## src/rtl/stack_address_sequencer.sv

```systemverilog
// stack_address_sequencer
//   Program counter plus a burst address generator for several full-descending
//   stacks placed directly above the code area. A push or pop of N words is
//   checked against the selected stack's occupancy. If it fits, the words are
//   issued one per cycle on mem_address/mem_valid. If it does not fit, or N is
//   zero, the request is rejected for one cycle. While an operation is in
//   flight the PC is frozen (stall).
//
// Ports
//   clock, reset          : single clock, synchronous active-high reset
//   pc_enable/pc_load     : advance (or load pc_target) the PC when not stalled
//   pc_target             : branch target, low ADDR_WIDTH bits used
//   instruction_address   : current PC
//   input_address         : ordinary load/store address, passed through when idle
//   op_valid/op_ready     : stack request handshake (ready only in IDLE)
//   op_code               : 1=push, 2=pop, others ignored
//   op_count, stack_sel   : burst length and target stack
//   mem_address/mem_valid : data-memory address, valid marks a stack word
//   op_done               : one-cycle completion pulse (accepted or rejected)
//   overflow/underflow    : one-cycle reject pulses for push/pop
//   stall                 : sequencer busy
//   sp_out                : zero-extended SP of stack_sel
module stack_address_sequencer #(
    parameter int ADDR_WIDTH     = 14,
    parameter int DATA_WIDTH     = 32,
    parameter int CODE_AREA_SIZE = 4096,
    parameter int STACK_SIZE     = 2048,
    parameter int NUM_STACKS     = 2,
    parameter int MAX_BURST      = 16,
    localparam int COUNT_W       = $clog2(MAX_BURST) + 1,
    localparam int SEL_W         = (NUM_STACKS > 1) ? $clog2(NUM_STACKS) : 1
) (
    input  logic                  clock,
    input  logic                  reset,
    input  logic                  pc_enable,
    input  logic                  pc_load,
    input  logic [DATA_WIDTH-1:0] pc_target,
    output logic [ADDR_WIDTH-1:0] instruction_address,
    input  logic [DATA_WIDTH-1:0] input_address,
    input  logic                  op_valid,
    output logic                  op_ready,
    input  logic [1:0]            op_code,
    input  logic [COUNT_W-1:0]    op_count,
    input  logic [SEL_W-1:0]      stack_sel,
    output logic [ADDR_WIDTH-1:0] mem_address,
    output logic                  mem_valid,
    output logic                  op_done,
    output logic                  overflow,
    output logic                  underflow,
    output logic                  stall,
    output logic [DATA_WIDTH-1:0] sp_out
);

    localparam int PAD_W = ADDR_WIDTH - COUNT_W;

    typedef enum logic [1:0] {ST_IDLE, ST_BURST, ST_REJECT} state_t;

    state_t state_q, state_d;

    logic [ADDR_WIDTH-1:0]                  pc_q, pc_d;
    logic [NUM_STACKS-1:0][ADDR_WIDTH-1:0]  sp_q, sp_d;
    logic [NUM_STACKS-1:0][ADDR_WIDTH-1:0]  base_addr, empty_addr;

    // Operation context captured at acceptance
    logic                  push_q, push_d;
    logic                  err_q, err_d;
    logic [SEL_W-1:0]      sel_q, sel_d;
    logic [COUNT_W-1:0]    count_q, count_d;
    logic [COUNT_W-1:0]    idx_q, idx_d;
    logic [ADDR_WIDTH-1:0] sp0_q, sp0_d;

    logic [ADDR_WIDTH-1:0] sel_sp, sel_base, sel_empty;
    logic [ADDR_WIDTH-1:0] words_free, words_used, count_ext, count_q_ext, idx_ext;
    logic [ADDR_WIDTH-1:0] final_sp, burst_addr;
    logic                  is_push, is_stack_op, accept, fits, go_burst, last_word;

    logic unused_ok;
    assign unused_ok = &{1'b0, pc_target[DATA_WIDTH-1:ADDR_WIDTH],
                         input_address[DATA_WIDTH-1:ADDR_WIDTH]};

    // Fixed memory map of each stack
    for (genvar gi = 0; gi < NUM_STACKS; gi++) begin : g_stack_map
        assign base_addr[gi]  = ADDR_WIDTH'(CODE_AREA_SIZE + gi * STACK_SIZE);
        assign empty_addr[gi] = ADDR_WIDTH'(CODE_AREA_SIZE + (gi + 1) * STACK_SIZE);
    end

    // View of the stack addressed by the live stack_sel input
    always_comb begin
        sel_sp    = sp_q[0];
        sel_base  = base_addr[0];
        sel_empty = empty_addr[0];
        for (int k = 0; k < NUM_STACKS; k++) begin
            if (stack_sel == SEL_W'(k)) begin
                sel_sp    = sp_q[k];
                sel_base  = base_addr[k];
                sel_empty = empty_addr[k];
            end
        end
    end

    assign sp_out = {{(DATA_WIDTH-ADDR_WIDTH){1'b0}}, sel_sp};

    // Acceptance decision
    assign is_push     = (op_code == 2'd1);
    assign is_stack_op = (op_code == 2'd1) || (op_code == 2'd2);
    assign accept      = (state_q == ST_IDLE) && op_valid && is_stack_op;
    assign words_free  = sel_sp - sel_base;
    assign words_used  = sel_empty - sel_sp;
    assign count_ext   = {{PAD_W{1'b0}}, op_count};
    assign fits        = is_push ? (count_ext <= words_free) : (count_ext <= words_used);
    assign go_burst    = accept && (op_count != '0) && fits;

    // Burst addressing relative to the latched SP
    assign count_q_ext = {{PAD_W{1'b0}}, count_q};
    assign idx_ext     = {{PAD_W{1'b0}}, idx_q};
    assign last_word   = (state_q == ST_BURST) && (idx_q == count_q - COUNT_W'(1));
    assign final_sp    = push_q ? (sp0_q - count_q_ext) : (sp0_q + count_q_ext);
    // Push word i (1-based) goes to SP0-i, pop word i to SP0+i-1; idx_q is i-1
    assign burst_addr  = push_q ? (sp0_q - idx_ext - ADDR_WIDTH'(1)) : (sp0_q + idx_ext);

    // FSM: state register
    always_ff @(posedge clock) begin
        if (reset) state_q <= ST_IDLE;
        else       state_q <= state_d;
    end

    // FSM: next state
    always_comb begin
        state_d = state_q;
        case (state_q)
            ST_IDLE:   if (accept) state_d = go_burst ? ST_BURST : ST_REJECT;
            ST_BURST:  if (last_word) state_d = ST_IDLE;
            ST_REJECT: state_d = ST_IDLE;
            default:   state_d = ST_IDLE;
        endcase
    end

    // FSM: outputs
    always_comb begin
        op_ready  = (state_q == ST_IDLE);
        stall     = (state_q != ST_IDLE);
        mem_valid = (state_q == ST_BURST);
        op_done   = (state_q == ST_REJECT) || last_word;
        overflow  = (state_q == ST_REJECT) && err_q && push_q;
        underflow = (state_q == ST_REJECT) && err_q && !push_q;
        mem_address = mem_valid ? burst_addr : input_address[ADDR_WIDTH-1:0];
    end

    // Context capture and burst progress
    always_comb begin
        push_d  = push_q;
        err_d   = err_q;
        sel_d   = sel_q;
        count_d = count_q;
        sp0_d   = sp0_q;
        idx_d   = idx_q;
        if (accept) begin
            push_d  = is_push;
            // A zero-length request is rejected quietly, without an error flag
            err_d   = (op_count != '0);
            sel_d   = stack_sel;
            count_d = op_count;
            sp0_d   = sel_sp;
            idx_d   = '0;
        end else if (state_q == ST_BURST) begin
            idx_d = idx_q + COUNT_W'(1);
        end
    end

    // SP commit happens only on the edge closing the final burst word
    always_comb begin
        sp_d = sp_q;
        for (int k = 0; k < NUM_STACKS; k++) begin
            if (last_word && (sel_q == SEL_W'(k))) sp_d[k] = final_sp;
        end
    end

    // PC is frozen whenever the sequencer is busy
    always_comb begin
        pc_d = pc_q;
        if (pc_enable && !stall) begin
            pc_d = pc_load ? pc_target[ADDR_WIDTH-1:0] : pc_q + ADDR_WIDTH'(1);
        end
    end

    always_ff @(posedge clock) begin
        if (reset) begin
            pc_q    <= '0;
            sp_q    <= empty_addr;
            push_q  <= 1'b0;
            err_q   <= 1'b0;
            sel_q   <= '0;
            count_q <= '0;
            sp0_q   <= '0;
            idx_q   <= '0;
        end else begin
            pc_q    <= pc_d;
            sp_q    <= sp_d;
            push_q  <= push_d;
            err_q   <= err_d;
            sel_q   <= sel_d;
            count_q <= count_d;
            sp0_q   <= sp0_d;
            idx_q   <= idx_d;
        end
    end

    assign instruction_address = pc_q;

endmodule

```

## config.mk

```make
export PLATFORM = sky130hd
export DESIGN_NAME = stack_address_sequencer
export DESIGN_NICKNAME = d
export VERILOG_FILES = /design/src/rtl/stack_address_sequencer.sv
export SDC_FILE = /design/constraint.sdc
export NUM_CORES = 1
export LEC_CHECK = 0
export CORE_MARGIN = 3
export CORE_UTILIZATION = 49
export DETAILED_ROUTE_END_ITERATION = 8
export PLACE_DENSITY = 0.89
export SLEW_MARGIN = 30
export SYNTH_ARGS = -nofsm -noshare
export SYNTH_HDL_FRONTEND = slang
export SYNTH_SLANG_ARGS = --single-unit
```

## constraint.sdc

```tcl
create_clock -name clock -period 5.1 [get_ports clock]
set_clock_uncertainty 0.05 [all_clocks]
set_input_delay 1.02 -clock clock [delete_from_list [all_inputs] [get_ports clock]]
set_output_delay 1.02 -clock clock [all_outputs]
set_load 0.03 [all_outputs]
```

Word level (Yosys, flattened, before mapping)
Cells that the tools add are included.

Input bits: 77. Word-level logic and storage cells: 62. Memory bits (read-only): 0. Flip-flop bits (word level): 71. Bits in writable memories: 0. Output and inout bits: 66. Bits in latches: 0. Memories: 0.

$add $sub $neg: 10. Multiply operators: 0. Reductions and logical operators: 20. Muxes and demuxes: 12. Shift operators: 0. Divide/modulo/power cells: 0. Order comparisons: 2. Bitwise gates (word level): 1. Eq/ne operators: 7.

Operators with widths (number): $mux W14 (6); $add A14 B5 Y14 (2); $le A5 B14 Y1 (2); $sub A14 B5 Y14 (2); $add A14 B1 Y14 const B (1); $sub A14 B1 Y14 const B (1); $sub A14 B13 Y14 (1); $sub A14 B14 Y14 (1); $mux W12 (1); $logic_and A1 B1 Y1 (11); $mux W2 (3); $add A5 B1 Y5 const B (1); $eq A5 B5 Y1 (1); $reduce_bool A5 Y1 (1); $sub A5 B1 Y5 const B (1); $eq A2 B1 Y1 const B (2); $eq A2 B2 Y1 const B (2); $ne A2 B1 Y1 const B (2); $pmux W2 S2 (1); $logic_not A1 Y1 (2); $logic_not A2 Y1 (1); $logic_or A1 B1 Y1 (2); $reduce_and A2 Y1 (1); $reduce_bool A2 Y1 (1); 3 further kinds (3).

Logic depth before layout (Yosys ltp)
Gate-level depths: netlist of the first run.

Depth after elaboration: 8. Depth in mapped cells: 14. Depth with buffers taken out: 13.

Least setup slack after synthesis of the first run
Ideal clock, no wire load.

Kind: register -> output. From: register idx_q[2]. To: output mem_address[5]. Data arrival time: 2.775 ns. Path buffers: 1. Required time: 4.030 ns. Setup slack: 1.255 ns. Stages on the path, launching flop included: 9. Cells stage by stage: dfxtp_1 > clkbuf_1 > inv_1 > ha_1 > a21o_1 > a21oi_1 > nand2b_1 > a21boi_0 > o311ai_0.

Word-level cells in the longest chain between the ends: 4. Elaborated cells between the ends (all ways): 5. Those cells by class: add/sub (3); mux (2).

Ends and longest elaborated chain: start: declaration (RTL line 69) `logic [COUNT_W-1:0] idx_q, idx_d;`; start signal: assignment (RTL line 204) `idx_q <= idx_d;`; $sub A14 B5 Y14 (RTL line 119) `assign burst_addr = push_q ? (sp0_q - idx_ext - ADDR_WIDTH'(1)) : (sp0_q + idx_ext);`; $sub A14 B1 Y14 (RTL line 119); $mux W14 (*) (RTL line 119); $mux W14 (*) (RTL line 146) `mem_address = mem_valid ? burst_addr : input_address[ADDR_WIDTH-1:0];`; end: declaration (RTL line 45) `output logic [ADDR_WIDTH-1:0] mem_address,`.

Mark *: on every way between the ends. The rest lies on a longest branch, timed or not.

Worst setup path after layout of the first run
From: input stack_sel. To: output sp_out[7].

Word-level cells in the longest chain between the ends: 1.

Ends and longest elaborated chain: start: declaration (RTL line 44) `input logic [SEL_W-1:0] stack_sel,`; $mux W14 (RTL line 93) `if (stack_sel == SEL_W'(k)) begin`; end: declaration (RTL line 51) `output logic [DATA_WIDTH-1:0] sp_out`.

Every way passes these cells.

==> results of run 1 <==
## final cells by class
cell class,instances,area (sq um)
fillers,914,4250
flip-flops and latches,71,1420
clock buffers,13,260
inverters,43,161
repair buffers,94,921
clock inverters,3,65.1
multi-input cells,549,3680
well taps,140,175
## power groups by stage
stage,sequential [W],combinational [W],clock [W]
5_1_grt,0.000624,0.000688,0.000715
6_report,0.000620,0.000634,0.000689
2_1_floorplan,0.000631,0.000443,0
4_1_cts,0.000618,0.000623,0.000695
3_3_place_gp,0.000629,0.000602,0
3_5_place_dp,0.000630,0.000615,0
## Yosys cell counts, types with 7 or more instances
cell type / count
a211oi_1: 18
nor2_1: 80
nor3_1: 21
and3_1: 9
nand2b_1: 7
inv_1: 42
o22ai_1: 7
a31oi_1: 8
buf_4: 19
ha_1: 40
xnor2_1: 26
dfxtp_1: 71
xor2_1: 17
o21ai_0: 29
nor2b_1: 10
clkbuf_1: 27
a21oi_1: 54
nand3_1: 14
mux2i_1: 38
nand2_1: 54
a21o_1: 9
## cells in the final DEF, fill, tap and decap left out, types with 17 or more instances in the layout
cell type / instances
clkdlybuf4s50_1: 87
nor2_1: 80
dfxtp_1: 71
nand2_1: 54
a21oi_1: 54
inv_1: 42
ha_1: 40
mux2i_1: 38
o21ai_0: 29
xnor2_1: 26
nor3_1: 21
a211oi_1: 18
conb_1: 18
xor2_1: 17
## metrics by stage
stage / hold slack, ns / instances / area [sq um] / worst slack (ns)
3_3_place_gp: 0.407 / 897 / 6360 / 0.742
4_1_cts: 0.425 / 913 / 6690 / 0.687
6_report: 0.427 / 913 / 6690 / 0.683
5_1_grt: 0.454 / 913 / 6690 / 0.539
2_1_floorplan: 0.395 / 717 / 5570 / 1.26
3_5_place_dp: 0.415 / 897 / 6360 / 0.676
## per-layer routing
metal / part of all wire (%) / wire length (um)
met5: 0 / 0
met4: 2.5 / 367
met3: 6.6 / 960
met2: 48 / 6970
met1: 43 / 6280
## logic make-up (layout without fill, tap and decap cells)
logic type / count (synthesis) / in the layout / synth area share, %
other cells: 1 / 18 / 0.0681
xor+xnor: 43 / 43 / 6.84
compound gates: 170 / 170 / 19.5
buf+inv: 97 / 153 / 8.63
simple gates: 233 / 233 / 21.3
fa+ha+maj: 43 / 43 / 10.2
flops: 71 / 71 / 25.8
mux: 42 / 42 / 7.72
## how the worst max path moves through the flow
| stage | start | endpoint | slack, ns | cells after the start |
|---|---|---|---|---|
| floorplan | idx_q[2]$_SDFFE_PP0P_ | mem_address[5] | 1.26 | 8 |
| finish | stack_sel | sp_out[7] | 0.68 | 6 |
| detailed placement | stack_sel | state_q[1]$_SDFFE_PP0P_ | 0.68 | 12 |
| global placement | stack_sel | sp_out[5] | 0.74 | 5 |
| global route | idx_q[1]$_SDFFE_PP0P_ | mem_address[13] | 0.54 | 10 |
| CTS | stack_sel | sp_out[7] | 0.69 | 6 |
## sequential cells by signal, indices dropped and copies added (netlist names)
signal / cells
state_q: 2
idx_q: 5
sp_q: 28
sp0_q: 14
count_q: 5
push_q: 1
sel_q: 1
err_q: 1
instruction_address: 14
## critical path, cell delays in order
cell	delay (ns)
clkdlybuf4s50_1	0.80
buf_4	0.29
buf_4	0.20
mux2i_1	0.37
inv_1	0.07
clkdlybuf4s50_1	0.60
==> impl_metrics.yaml, run 1 <==
worst_hold_path:
  min_path_cells: 2
  hp-class: "reg2reg"
  min_to: "sel_q$_SDFFE_PP0P_"
  hold_path.startpoint: "sel_q$_SDFFE_PP0P_"
clocking:
  ctsHoldBuffers: 0
  h-tree-depth: 3
  post_cts_buffers: 0
  ctsResizeCount: 0
  clk_latency_ns: 0.34
  cts_made_buffers: 9
  clkSlewWorstSetupHoldPaths_ns: 0.06
  root_buffer: "clkbuf_16"
  cts_tree: "built"
  cts_sinks: 71
  ctsLongestPathBuffers: 2
worst_setup_path:
  cp-start-kind: "primary input"
  path_max_fanout: 12
  reg2reg_to: "sp_q[27]$_SDFFE_PP1P_"
  r2r-start: "push_q$_SDFFE_PP0P_"
  worstPathRequired_ns: 4.03
  path_class: "in2out"
  reg2reg_slack_ns: 1.64
  cp-end-kind: "output port"
  cp_data_arrival_time_ns: 3.35
  rr_worst_depth: 9
synthesis:
  synthFlopType: "dfxtp_1"
  yosys-top-cells-area: "dfxtp_1, ha_1, mux2i_1"
  synth-async-reset-ratio_pct: 0
  yosysSeqAreaShare_pct: 25.8
  synth_top_area_share_pct: 25.8
  ys_types: 70
  netlist_area_sq_um: 5510
  yosysTopAreaCell: "dfxtp_1"
  avgSynthCellArea_sq_um: 7.87
  synth-seq-cells: 71
  yosysWarnings: 0
  synth_edf_count: 0
  synth_cells: 700
timing:
  post-route-min-period_ns: 4.42
  tightest_slew_ns: 1.00
  rsz0062_at_grt: "false"
  period_share_pct: 86.6
  setup-tns-final_ns: 0
  setup_viol: 0
  slew_viol_final: 0
  slew_headroom_pct: 33.0
  hold_viol: 0
  max_freq_mhz: 226
finish:
  final_nets: 888
  antenna-diode-count: 0
  synthToLayoutAreaGrowth_pct: 21.3
  utilization_pct: 61.1
  drive_gt1_share_pct: 5.30
die:
  core_area_sq_um: 10900
  rows: 38
  dieWidth_um: 112
  die_area_sq_um: 12600
  io_pins: 143
  initial_core_util_pct: 50.4
  die_y_um: 112
pwr:
  switching_power_w: 0.000649
  p_sw_share_pct: 33.4
  clockPowerShare_pct: 35.5
  p_leak_nw: 2.77
  p_comb_share_pct: 32.6
  pwr-share-seq_pct: 31.9
  ir_drop_mv: 0.151
  p_per_area_nw_per_um2: 291
  p_int_w: 0.00129
  p_total_w: 0.00194
outcome:
  status: "finished clean"
route:
  via_per_inst: 5.81
  drt-initial-drc-count: 496
  routed_wl_mm: 14.6
  drt_pass1_iterations: 7
  wl_per_cell_um: 16.0
  drc: 0
  antenna_left: 0
  vias: 5305
global_route:
  antenna_found_initial: 0
  grt_pass1_wl_mm: 23.8
  overflow: 0
  grt_busiest_layer: "met2"
  use_met3_pct: 3.72
  grt_max_degree: 40
  grt.total_usage_pct: 23.1
  grt_use_met2_pct: 38.5
  met1_usage_pct: 29.8
  grt_pass1_vias: 4917
placed_design:
  numPortBuffers: 88
  dpl.hpwl_mm: 10.8
  place_congestion: 0.938
run:
  max_cap_violations: 0
No activity file was read; power rests on OpenSTA's default activity.
==> run 2, diff against run 1 <==
--- a/config.mk
+++ b/config.mk
@@ -5,6 +5,7 @@
 export SDC_FILE = /design/constraint.sdc
 export NUM_CORES = 1
 export LEC_CHECK = 0
+export CAP_MARGIN = 10
 export CORE_MARGIN = 3
 export CORE_UTILIZATION = 49
 export DETAILED_ROUTE_END_ITERATION = 8
==> results of run 2 <==
Same layout as run 1: the final DEF is identical, and so are final timing and power.
==> run 3, diff against run 2 <==
--- a/config.mk
+++ b/config.mk
@@ -10,6 +10,7 @@
 export CORE_UTILIZATION = 49
 export DETAILED_ROUTE_END_ITERATION = 8
 export PLACE_DENSITY = 0.89
+export SETUP_SLACK_MARGIN = 0.15
 export SLEW_MARGIN = 30
 export SYNTH_ARGS = -nofsm -noshare
 export SYNTH_HDL_FRONTEND = slang
==> results of run 3 <==
Same layout as run 1: the final DEF is identical, and so are final timing and power.
